[src/rtl/pwm_multi_if.sv]
// Bus-side bundle for pwm_multi: shadow write strobes, per-channel enable/polarity and PWM outputs.
// When PWM_CENTER_EN is defined the bundle also carries the center-aligned mode select.
interface pwm_multi_if #(
  parameter int NCH = 4,
  parameter int CW  = 8,
  parameter int PSW = 8
);
  logic              cfg_we;
  logic [CW-1:0]     cfg_period;
  logic [PSW-1:0]    cfg_prescale;
  logic              duty_we;
  logic [NCH*CW-1:0] duty_in;
  logic [NCH-1:0]    ch_en;
  logic [NCH-1:0]    invert;
  logic [NCH-1:0]    pwm_o;
  logic              period_tick;
`ifdef PWM_CENTER_EN
  logic              center;
`endif

  modport master (
`ifdef PWM_CENTER_EN
    output center,
`endif
    output cfg_we, cfg_period, cfg_prescale,
    output duty_we, duty_in, ch_en, invert,
    input  pwm_o, period_tick
  );

  modport slave (
`ifdef PWM_CENTER_EN
    input  center,
`endif
    input  cfg_we, cfg_period, cfg_prescale,
    input  duty_we, duty_in, ch_en, invert,
    output pwm_o, period_tick
  );
endinterface

[src/rtl/pwm_multi.sv]
// Multi-channel PWM: shared prescaled period counter, shadowed period/prescale/duty loaded at period
// boundaries, per-channel enable and polarity. Define PWM_CENTER_EN for center-aligned counting.
module pwm_multi #(
  parameter int NCH = 4,
  parameter int CW  = 8,
  parameter int PSW = 8
) (
  input  logic       clk,
  input  logic       rst,
  pwm_multi_if.slave bus
);

  logic [PSW-1:0]    ps_cnt_q, ps_cnt_d;
  logic [CW-1:0]     cnt_q, cnt_d;
  logic [CW-1:0]     period_sh_q, period_sh_d;
  logic [CW-1:0]     period_act_q, period_act_d;
  logic [PSW-1:0]    prescale_sh_q, prescale_sh_d;
  logic [PSW-1:0]    prescale_act_q, prescale_act_d;
  logic [NCH*CW-1:0] duty_sh_q, duty_sh_d;
  logic [NCH*CW-1:0] duty_act_q, duty_act_d;
  logic [NCH-1:0]    pwm_q, pwm_d;
  logic [NCH-1:0]    raw;
  logic              tick;
  logic              boundary;
`ifdef PWM_CENTER_EN
  logic              center_q, center_d;
  logic              down_q, down_d;
`endif

  // NOTE: every always_comb output gets a default first, so no path can leave one unassigned (no latch).
  always_comb begin
    ps_cnt_d = ps_cnt_q;
    cnt_d    = cnt_q;
    boundary = 1'b0;
    tick     = (ps_cnt_q == prescale_act_q);
`ifdef PWM_CENTER_EN
    down_d   = down_q;
`endif
    if (tick) begin
      ps_cnt_d = '0;
`ifdef PWM_CENTER_EN
      // Center mode: up to the top, then down to 1; the boundary closes the triangle back to 0.
      if (center_q && (period_act_q > CW'(1))) begin
        if (!down_q) begin
          if (cnt_q >= period_act_q) begin
            down_d = 1'b1;
            cnt_d  = cnt_q - CW'(1);
          end else begin
            cnt_d = cnt_q + CW'(1);
          end
        end else if (cnt_q <= CW'(1)) begin
          boundary = 1'b1;
          down_d   = 1'b0;
          cnt_d    = '0;
        end else begin
          cnt_d = cnt_q - CW'(1);
        end
      end else
`endif
      if (cnt_q >= period_act_q) begin
        boundary = 1'b1;
        cnt_d    = '0;
      end else begin
        cnt_d = cnt_q + CW'(1);
      end
    end else begin
      ps_cnt_d = ps_cnt_q + PSW'(1);
    end
  end

  // Shadows take writes at any time; a write landing on a boundary goes straight to the actives.
  always_comb begin
    period_sh_d    = bus.cfg_we  ? bus.cfg_period   : period_sh_q;
    prescale_sh_d  = bus.cfg_we  ? bus.cfg_prescale : prescale_sh_q;
    duty_sh_d      = bus.duty_we ? bus.duty_in      : duty_sh_q;
    period_act_d   = boundary ? period_sh_d   : period_act_q;
    prescale_act_d = boundary ? prescale_sh_d : prescale_act_q;
    duty_act_d     = boundary ? duty_sh_d     : duty_act_q;
`ifdef PWM_CENTER_EN
    center_d       = boundary ? bus.center    : center_q;
`endif
  end

  always_comb begin
    raw   = '0;
    pwm_d = '0;
    for (int i = 0; i < NCH; i++) begin
      raw[i]   = (cnt_q < duty_act_q[i*CW +: CW]);
      pwm_d[i] = bus.ch_en[i] ? (raw[i] ^ bus.invert[i]) : bus.invert[i];
    end
  end

  // NOTE: sequential state uses non-blocking assignments so all flops update from pre-edge values.
  always_ff @(posedge clk or posedge rst) begin
    if (rst) begin
      ps_cnt_q       <= '0;
      cnt_q          <= '0;
      period_sh_q    <= '0;
      period_act_q   <= '0;
      prescale_sh_q  <= '0;
      prescale_act_q <= '0;
      // NOTE: the duty banks are reset too, so no stale duty can reach a driver after reset.
      duty_sh_q      <= '0;
      duty_act_q     <= '0;
      pwm_q          <= '0;
`ifdef PWM_CENTER_EN
      center_q       <= 1'b0;
      down_q         <= 1'b0;
`endif
    end else begin
      ps_cnt_q       <= ps_cnt_d;
      cnt_q          <= cnt_d;
      period_sh_q    <= period_sh_d;
      period_act_q   <= period_act_d;
      prescale_sh_q  <= prescale_sh_d;
      prescale_act_q <= prescale_act_d;
      duty_sh_q      <= duty_sh_d;
      duty_act_q     <= duty_act_d;
      pwm_q          <= pwm_d;
`ifdef PWM_CENTER_EN
      center_q       <= center_d;
      down_q         <= down_d;
`endif
    end
  end

  assign bus.pwm_o = pwm_q;
  // Held-in-reset state looks like a boundary every cycle; keep the strobe quiet until release.
  assign bus.period_tick = boundary & ~rst;

endmodule

[src/flat_wrapper.sv]
// flat-port wrapper written by rule: the top's interface ports become plain ports
module pwm_multi_flat 
#(
  parameter int NCH = 4,
  parameter int CW  = 8,
  parameter int PSW = 8
)
  (clk, rst, bus_cfg_we, bus_cfg_period, bus_cfg_prescale, bus_duty_we, bus_duty_in, bus_ch_en, bus_invert, bus_pwm_o, bus_period_tick);
  pwm_multi_if #(.NCH(NCH), .CW(CW), .PSW(PSW)) bus_i ();
  input  logic clk;
  input  logic rst;
  input wire logic [$bits(bus_i.cfg_we)-1:0] bus_cfg_we;
  input wire logic [$bits(bus_i.cfg_period)-1:0] bus_cfg_period;
  input wire logic [$bits(bus_i.cfg_prescale)-1:0] bus_cfg_prescale;
  input wire logic [$bits(bus_i.duty_we)-1:0] bus_duty_we;
  input wire logic [$bits(bus_i.duty_in)-1:0] bus_duty_in;
  input wire logic [$bits(bus_i.ch_en)-1:0] bus_ch_en;
  input wire logic [$bits(bus_i.invert)-1:0] bus_invert;
  output wire logic [$bits(bus_i.pwm_o)-1:0] bus_pwm_o;
  output wire logic [$bits(bus_i.period_tick)-1:0] bus_period_tick;
  assign bus_i.cfg_we = bus_cfg_we;
  assign bus_i.cfg_period = bus_cfg_period;
  assign bus_i.cfg_prescale = bus_cfg_prescale;
  assign bus_i.duty_we = bus_duty_we;
  assign bus_i.duty_in = bus_duty_in;
  assign bus_i.ch_en = bus_ch_en;
  assign bus_i.invert = bus_invert;
  assign bus_pwm_o = bus_i.pwm_o;
  assign bus_period_tick = bus_i.period_tick;
  pwm_multi #(.NCH(NCH), .CW(CW), .PSW(PSW)) u_core (.clk(clk), .rst(rst), .bus(bus_i));
endmodule
[config.mk]
export PLATFORM = sky130hd
export DESIGN_NAME = pwm_multi_flat
export DESIGN_NICKNAME = d
export VERILOG_FILES = /design/src/rtl/pwm_multi_if.sv /design/src/rtl/pwm_multi.sv /design/src/flat_wrapper.sv
export SDC_FILE = /design/constraint.sdc
export NUM_CORES = 1
export LEC_CHECK = 0
export ABC_AREA = 1
export CORE_AREA = 2 2 183 113
export DETAILED_ROUTE_END_ITERATION = 10
export DIE_AREA = 0 0 185 115
export REMOVE_ABC_BUFFERS = 1
export SYNTH_ARGS = -nofsm -noshare
export SYNTH_HDL_FRONTEND = slang
export SYNTH_SLANG_ARGS = --single-unit
[constraint.sdc]
create_clock -name clk -period 8.9 [get_ports clk]
set_clock_uncertainty 0.15 [all_clocks]
set_input_delay 1.78 -clock clk [delete_from_list [all_inputs] [get_ports clk]]
set_output_delay 1.78 -clock clk [all_outputs]
set_load 0.005 [all_outputs]
# == Yosys cells after proc, flatten, opt, wreduce, memory -nomap -nowiden ==
# Index checks and enable logic that the tools add are counted.
# totals
n_memories,0
inputBits,60
mem_bits_rw,0
wordCells,34
register_bits,116
latchBits,0
out_inout_bits,5
romBits,0
# op_classes
bitwise_logic,6
order_cmp,5
n_shift,0
multipliers,0
n_addsub,2
reduce_logical,0
eq_ne,1
n_mux,11
div,0
# op_table
op,n
less-than comparator 8 bit,4
two-way mux 32 bit,1
two-way mux 8 bit,4
adder 8 x 1 -> 8 bit (second input constant),2
equality test 8 bit,1
>= comparator 8 bit,1
two-way mux 1 bit,6
XOR 1 bit,4
AND 1 bit,1
NOT 1 bit,1

# == Depth between registers and ports, before layout ==
# Gate-level depths: netlist (run 1).
# logic_depth
depth_word,4
ltp_mapped,14

# == Worst setup path before layout (run 1) ==
# Ideal clock, no wire load.
# synth_timing
path_kind,input-to-output
start,input port rst
end,output port bus_period_tick
cell_stages,1
required_ns,6.970
path_buffers,0
t_arrival_ns,1.886
path_slack_ns,5.084
cell_sequence,nor2_1
# synth_between
elab_chain_len,2
# synth_rtl
element,line,text
"start, declared",flat_wrapper.sv:11,input logic rst;
NOT 1 bit,pwm_multi.sv:129,assign bus.period_tick = boundary & ~rst;
AND 1 bit,pwm_multi.sv:129,
"end, declared",flat_wrapper.sv:20,output wire logic [$bits(bus_i.period_tick)-1:0] bus_period_tick;
# Every way passes these cells.

# == Worst setup path in the final report (run 1) ==
# layout_timing
start,register u_core.cnt_q[5]
end,output port bus_period_tick
# layout_between
elab_chain_len,4
# layout_rtl
element,line,text
"start, declared",pwm_multi.sv:14,"logic [CW-1:0] cnt_q, cnt_d;"
"start signal, assigned",pwm_multi.sv:112,cnt_q <= cnt_d;
>= comparator 8 bit,pwm_multi.sv:60,if (cnt_q >= period_act_q) begin
two-way mux 1 bit,pwm_multi.sv:60,
two-way mux 1 bit,pwm_multi.sv:39,if (tick) begin
AND 1 bit,pwm_multi.sv:129,
# Every way passes these cells.

==> impl_metrics.toml, run 1 <==
[sta]
hold_violations = 0
max_slew_margin_pct = 34.9
final_max_slew_viol_count = 0
finalCriticalPeriod_ns = 5.10
setup-tns-final_ns = 0
tightest_slew_ns = 0.973
setup_viol = 0
fin_crit_sh_pct = 57.3
fin_ws_ns = 3.80
fmax_mhz = 196
rsz0062_at_grt = "false"

[pwr]
p_sw_share_pct = 20.8
seqPwrFrac_pct = 40.0
intPower_mw = 1.10
power_density_mw_per_mm2 = 189
switchingPower_mw = 0.289
ir_drop_mv = 0.110
combPwrFrac_pct = 5.8
power_frac_clock_pct = 54.2
p_leak_nw = 3.87
p_total_mw = 1.39

[finish]
final_cells = 987
syn2layout_area_growth_pct = 26.8
drive_gt1_share_pct = 11.8
fin_util_pct = 37.4
nFillCells = 1980
fin_nets = 799
n_antenna_cell = 0

[cts]
cts_hold_buf = 0
clock_latency_ns = 0.41
htree_levels = 4
post-cts-setup-buffers = 0
cts_max_path_buffers = 2
clkSlewWorstSetupHoldPaths_ns = 0.05
numCtsBuffers = 17
post_cts_resized = 0
root_buffer = "clkbuf_16"
cts_tree = "done"
clock-sinks = 116

[critical_path]
startpoint_type = "flop"
arrival_ns = 3.17
crit_end = "bus_period_tick"
reg2reg_to = "u_core.period_act_q[1]$_DFFE_PP0P_"
crit_start = "u_core.cnt_q[5]$_DFFE_PP0N_"
endpoint_kind = "output port"
crit_fanout = 49
worst_path_most_repeated_cell = "nor2_1"
cp.required_ns = 6.97
slowest_delay_ns = 0.73
reg2reg_setup_slack_ns = 6.23
r2r-start = "u_core.cnt_q[5]$_DFFE_PP0N_"
path_class = "reg2out"
critical_path.slowest_cell = "nand2_2"
reg2regPathDepth = 8
path_cells = "ha_1, a21oi_1, nor2_1, nor2_2, nand3_2, nand2_2, nor2_1, clkdlybuf4s50_1"

[synth]
synthDominantCellAreaShare_pct = 50.2
synth_warnings = 0
syn_inst = 636
syn_area_mm2 = 0.00579
ys_seq_area_share_pct = 50.2
synth_ff_type = "dfrtp_1"
synthArstFlopShare_pct = 100
ys_top_cells_by_count = "nand2_1 (204), dfrtp_1 (116), inv_1 (66)"
synth_edf_count = 0
synth_most_common_cell = "nand2_1"
avgSynthCellArea_um2 = 9.10
synth-seq-cells = 116
netlist_top_cells_area = "dfrtp_1 (50%), nand2_1 (13%), ha_1 (8.2%)"
yosysTopAreaCell = "dfrtp_1"
ys_types = 28

[detailed_routing]
vias = 4195
wl_per_cell_um = 12.9
via_per_inst = 4.25
routed_wl_mm = 12.7
firstDrtPassIters = 4
drc = 0
first_iter_violations = 285
drtAntennaViolNets = 0

[global_routing]
antenna_found_initial = 0
overflow = 0
grt_pass1_vias = 4215
grtUsageTotal_pct = 13.0
grt_max_degree = 64
grt_pass1_wl_mm = 21.4

[flow_run]
cap_viol_max_count = 0

[place]
gp_congestion = 0.783
portBuffers = 64
placed_cells = 955
post-place-ws_ns = 4.08
dp_hpwl_mm = 8.46

[floorplan]
num_rows = 40
die_height_um = 115
core-area_mm2 = 0.0196
start_util_pct = 29.5
die_x_um = 185
die-area_mm2 = 0.0213
pin_count = 65

[min_path]
hp-start = "u_core.period_act_q[3]$_DFFE_PP0P_"
hold_path_class = "reg2reg"

[run_status]
status = "finished, final reports clean"
-- layer usage --
metal,up-vias,global-route usage [%],share of wire (%)
li1,2175,-,-
met1,1932,19.5,56
met2,77,18.2,39
met3,11,3.55,4.6
met4,0,3.81,0.83
met5,-,0,0
-- worst max-delay path, delay by kind of cell (launching register included) --
kind            cells  cell delay, ns
compound gates      1            0.15
fa+ha+maj           1            0.32
buf+inv             1            0.48
flops               1            0.55
simple gates        5            1.26
-- power groups by stage --
stage	logic [mW]	registers [mW]	clock network (mW)
floorplan	0.0378	0.564	0
global placement	0.0814	0.564	0
detailed placement	0.0819	0.565	0
CTS	0.0825	0.556	0.766
global route	0.0889	0.558	0.792
finish	0.0802	0.556	0.754
-- layout make-up --
class,instances,area (um2),share of cell area [%]
tap,273,342,4.65
clock inverter,13,205,2.80
inverter,71,269,3.66
timing repair buffer,68,671,9.14
multi-input combinational,427,2510,34.2
clock buffer,19,443,6.03
sequential,116,2900,39.5
-- sequential cells by signal, summed over array words and instances, names as in the netlist --
name / cells
u_core.prescale_act_q: 8
u_core.period_act_q: 8
u_core.prescale_sh_q: 8
u_core.period_sh_q: 8
u_core.duty_sh_q: 32
u_core.duty_act_q: 32
u_core.cnt_q: 8
u_core.bus.pwm_o: 4
u_core.ps_cnt_q: 8
-- layout by cell type (no fill, tap or decap), types with 2 or more instances in the layout --
master	instances
inv_2	4
a21oi_1	16
nor3b_1	2
xor2_1	6
nor3_1	2
nand4_1	12
ha_1	38
dfrtp_1	116
clkinvlp_4	3
clkinv_2	3
mux2_1	8
o21bai_1	4
buf_4	4
nand3b_1	4
clkbuf_16	17
clkdlybuf4s50_1	64
nor2_1	30
inv_1	65
nand2_1	204
o21ai_1	2
nand3_1	53
bufinv_16	5
mux2_2	40
-- metrics by stage --
step / area [um2] / hold slack, ns
4_1_cts: 7340 / 0.325
2_1_floorplan: 5680 / 0.292
5_1_grt: 7340 / 0.340
3_3_place_gp: 6690 / 0.307
3_5_place_dp: 6690 / 0.310
6_report: 7340 / 0.321
-- worst min path at each step --
stage	end	cells after the start
after floorplan	u_core.duty_act_q[10]$_DFFE_PP0P_	2
after global placement	u_core.duty_act_q[25]$_DFFE_PP0P_	2
after detailed placement	u_core.duty_act_q[22]$_DFFE_PP0P_	2
after CTS	u_core.duty_act_q[25]$_DFFE_PP0P_	2
after global routing	u_core.period_act_q[4]$_DFFE_PP0P_	2
final	u_core.period_act_q[3]$_DFFE_PP0P_	2
-- cells by family after synthesis --
kind of cell    count (synthesis)  synth area share [%]
flops                         116                  50.2
simple gates                  311                  22.6
compound gates                 24                  2.29
mux                            48                  9.34
fa+ha+maj                      38                  8.21
buf+inv                        93                  6.51
xor+xnor                        6                 0.908
No activity file was read; power rests on OpenSTA's default activity.
==> run 2: changes to the inputs <==
==> constraint.sdc (replaced) <==
create_clock -name clk -period 5.2 [get_ports clk]
set_clock_uncertainty 0.15 [all_clocks]
set_input_delay 1.04 -clock clk [delete_from_list [all_inputs] [get_ports clk]]
set_output_delay 1.04 -clock clk [all_outputs]
set_load 0.005 [all_outputs]
==> run 2 against run 1 <==
  * First-iteration DRC count rose by 9.5%
  * Clock-buffer cell count rose by 2
  * Wire length rose by 0.75%
  * Sequential power rose by 71%
  * Critical path depth did not move
  * Worst setup slack got worse by 2.3 ns
  * Non-clock buffer count rose by 1
  * Critical path type unchanged
  * Critical endpoint unchanged
==> impl_metrics.toml, run 2 (synthesis results as in run 1) <==
[critical_path]
path_cells = "ha_1, a21oi_1, nor2_1, nor2_2, nand3_2, nand2_2, nor2_1, clkdlybuf4s50_1"
startpoint_type = "flop"
worst_path_most_repeated_cell = "nor2_1"
reg2regPathDepth = 9
slowest_delay_ns = 0.54
crit_start = "u_core.cnt_q[5]$_DFFE_PP0N_"
crit_end = "bus_period_tick"
arrival_ns = 2.48
crit_fanout = 9
critical_path.slowest_cell = "dfrtp_1"
reg2reg_setup_slack_ns = 2.72
reg2reg_to = "u_core.duty_act_q[10]$_DFFE_PP0P_"
endpoint_kind = "output port"
path_class = "reg2out"
r2r-start = "u_core.cnt_q[5]$_DFFE_PP0N_"
cp.required_ns = 4.01

[place]
dp_hpwl_mm = 8.59
portBuffers = 64
post-place-ws_ns = 1.89
placed_area_mm2 = 0.00671
gp_congestion = 0.778

[sta]
fin_ws_ns = 1.53
hold_ws_ns = 0.319
finalCriticalPeriod_ns = 3.67
tightest_slew_ns = 0.851
fmax_mhz = 272
final_max_slew_viol_count = 0
hold_violations = 0
setup_viol = 0
fin_crit_sh_pct = 70.7
max_slew_margin_pct = 43.3
rsz0062_at_grt = "false"
setup-tns-final_ns = 0

[min_path]
hold_path_class = "reg2reg"

[global_routing]
overflow = 0
grt_pass1_vias = 4218
grtUsageTotal_pct = 13.1
grt_pass1_wl_mm = 21.7
antenna_found_initial = 0
grt_max_degree = 66

[floorplan]
die_height_um = 115
core-area_mm2 = 0.0196
num_rows = 40
die_x_um = 185
die-area_mm2 = 0.0213
start_util_pct = 29.5
pin_count = 65

[finish]
final_cell_mix = "nand2_1 (204), dfrtp_1 (116), inv_1 (65)"
top_regs = "u_core.duty_act_q x32, u_core.duty_sh_q x32"
nFillCells = 1988
fin_nets = 800
multi_input_area_mm2 = 0.00251
regArea_mm2 = 0.00290
drive_gt1_share_pct = 11.8
final_common_cell = "nand2_1"
n_antenna_cell = 0
syn2layout_area_growth_pct = 26.5
final_cell_area_mm2 = 0.00732

[cts]
cts_tree = "done"
clkSlewWorstSetupHoldPaths_ns = 0.05
root_buffer = "clkbuf_16"
post_cts_resized = 0
cts_hold_buf = 0
htree_levels = 4
numCtsBuffers = 17
clock_latency_ns = 0.41
post-cts-setup-buffers = 0
cts_max_path_buffers = 2
clock-sinks = 116

[detailed_routing]
m1WireLength_mm = 7.43
routed_wl_mm = 12.8
drtAntennaViolNets = 0
via_per_inst = 4.28
wl_per_cell_um = 13.0
wl_met3_um = 522
first_iter_violations = 312
top_layer = "met4"
drc = 0
met2_length_mm = 4.75
vias = 4224
firstDrtPassIters = 5

[pwr]
p_leak_nw = 3.87
power_density_mw_per_mm2 = 314
ir_drop_mv = 0.198

[run_status]
status = "finished, final reports clean"

[flow_run]
cap_viol_max_count = 0
-- run 2: cell count changes in the layout (fill, tap and decap cells not counted), sizes merged --
cell,delta
bufinv,-2
clkbuf,+2
clkinv,-1
inv,-1
buf,+1
-- run 2: routing by layer --
metal	GRT usage [%]	vias to the layer above
met5	0	-
met4	3.81	0
met3	3.17	9
met2	17.8	78
met1	20.2	1964
li1	-	2173
-- run 2: power by group --
part,switching (mW),internal [mW],leakage (nW)
Clock,0.412,0.796,0.293
Combinational,0.0601,0.0800,2.33
Sequential,0.00797,0.942,1.24
Total,0.480,1.82,3.87
-- run 2: how the worst min path moves through the flow --
stage                     cells after the start                                  to  slack (ns)                               start
final                                         2  u_core.period_act_q[4]$_DFFE_PP0P_        0.32  u_core.period_act_q[4]$_DFFE_PP0P_
after global routing                          2   u_core.duty_act_q[23]$_DFFE_PP0P_        0.34   u_core.duty_act_q[23]$_DFFE_PP0P_
after CTS                                     2  u_core.period_act_q[4]$_DFFE_PP0P_        0.32  u_core.period_act_q[4]$_DFFE_PP0P_
after detailed placement                      2   u_core.duty_act_q[17]$_DFFE_PP0P_        0.31   u_core.duty_act_q[17]$_DFFE_PP0P_
after global placement                        2   u_core.duty_act_q[26]$_DFFE_PP0P_        0.31   u_core.duty_act_q[26]$_DFFE_PP0P_
after floorplan                               2   u_core.duty_act_q[10]$_DFFE_PP0P_        0.29   u_core.duty_act_q[10]$_DFFE_PP0P_
-- run 2: through the flow --
step | cells | utilization (%) | power, mW
finish | 986 | 37.3 | 2.30
global route | 986 | 37.3 | 2.38
detailed placement | 956 | 34.2 | 1.11
floorplan | 614 | - | 1.03
global placement | 956 | 34.2 | 1.11
CTS | 986 | 37.3 | 2.32
-- run 2: final cells by class --
class                           count  area share [%]
Clock buffer                       21            6.56
Clock inverter                      9            1.74
Inverter                           71            3.67
Multi-Input combinational cell    427            34.3
Sequential cell                   116            39.7
Tap cell                          273            4.67
Timing Repair Buffer               69            9.43
-- run 2: critical path: cells and delay by family, from the launching register on --
kind / cells / cell delay [ns]
compound gates: 1 / 0.15
fa+ha+maj: 1 / 0.31
buf+inv: 1 / 0.44
flops: 1 / 0.54
simple gates: 5 / 0.62
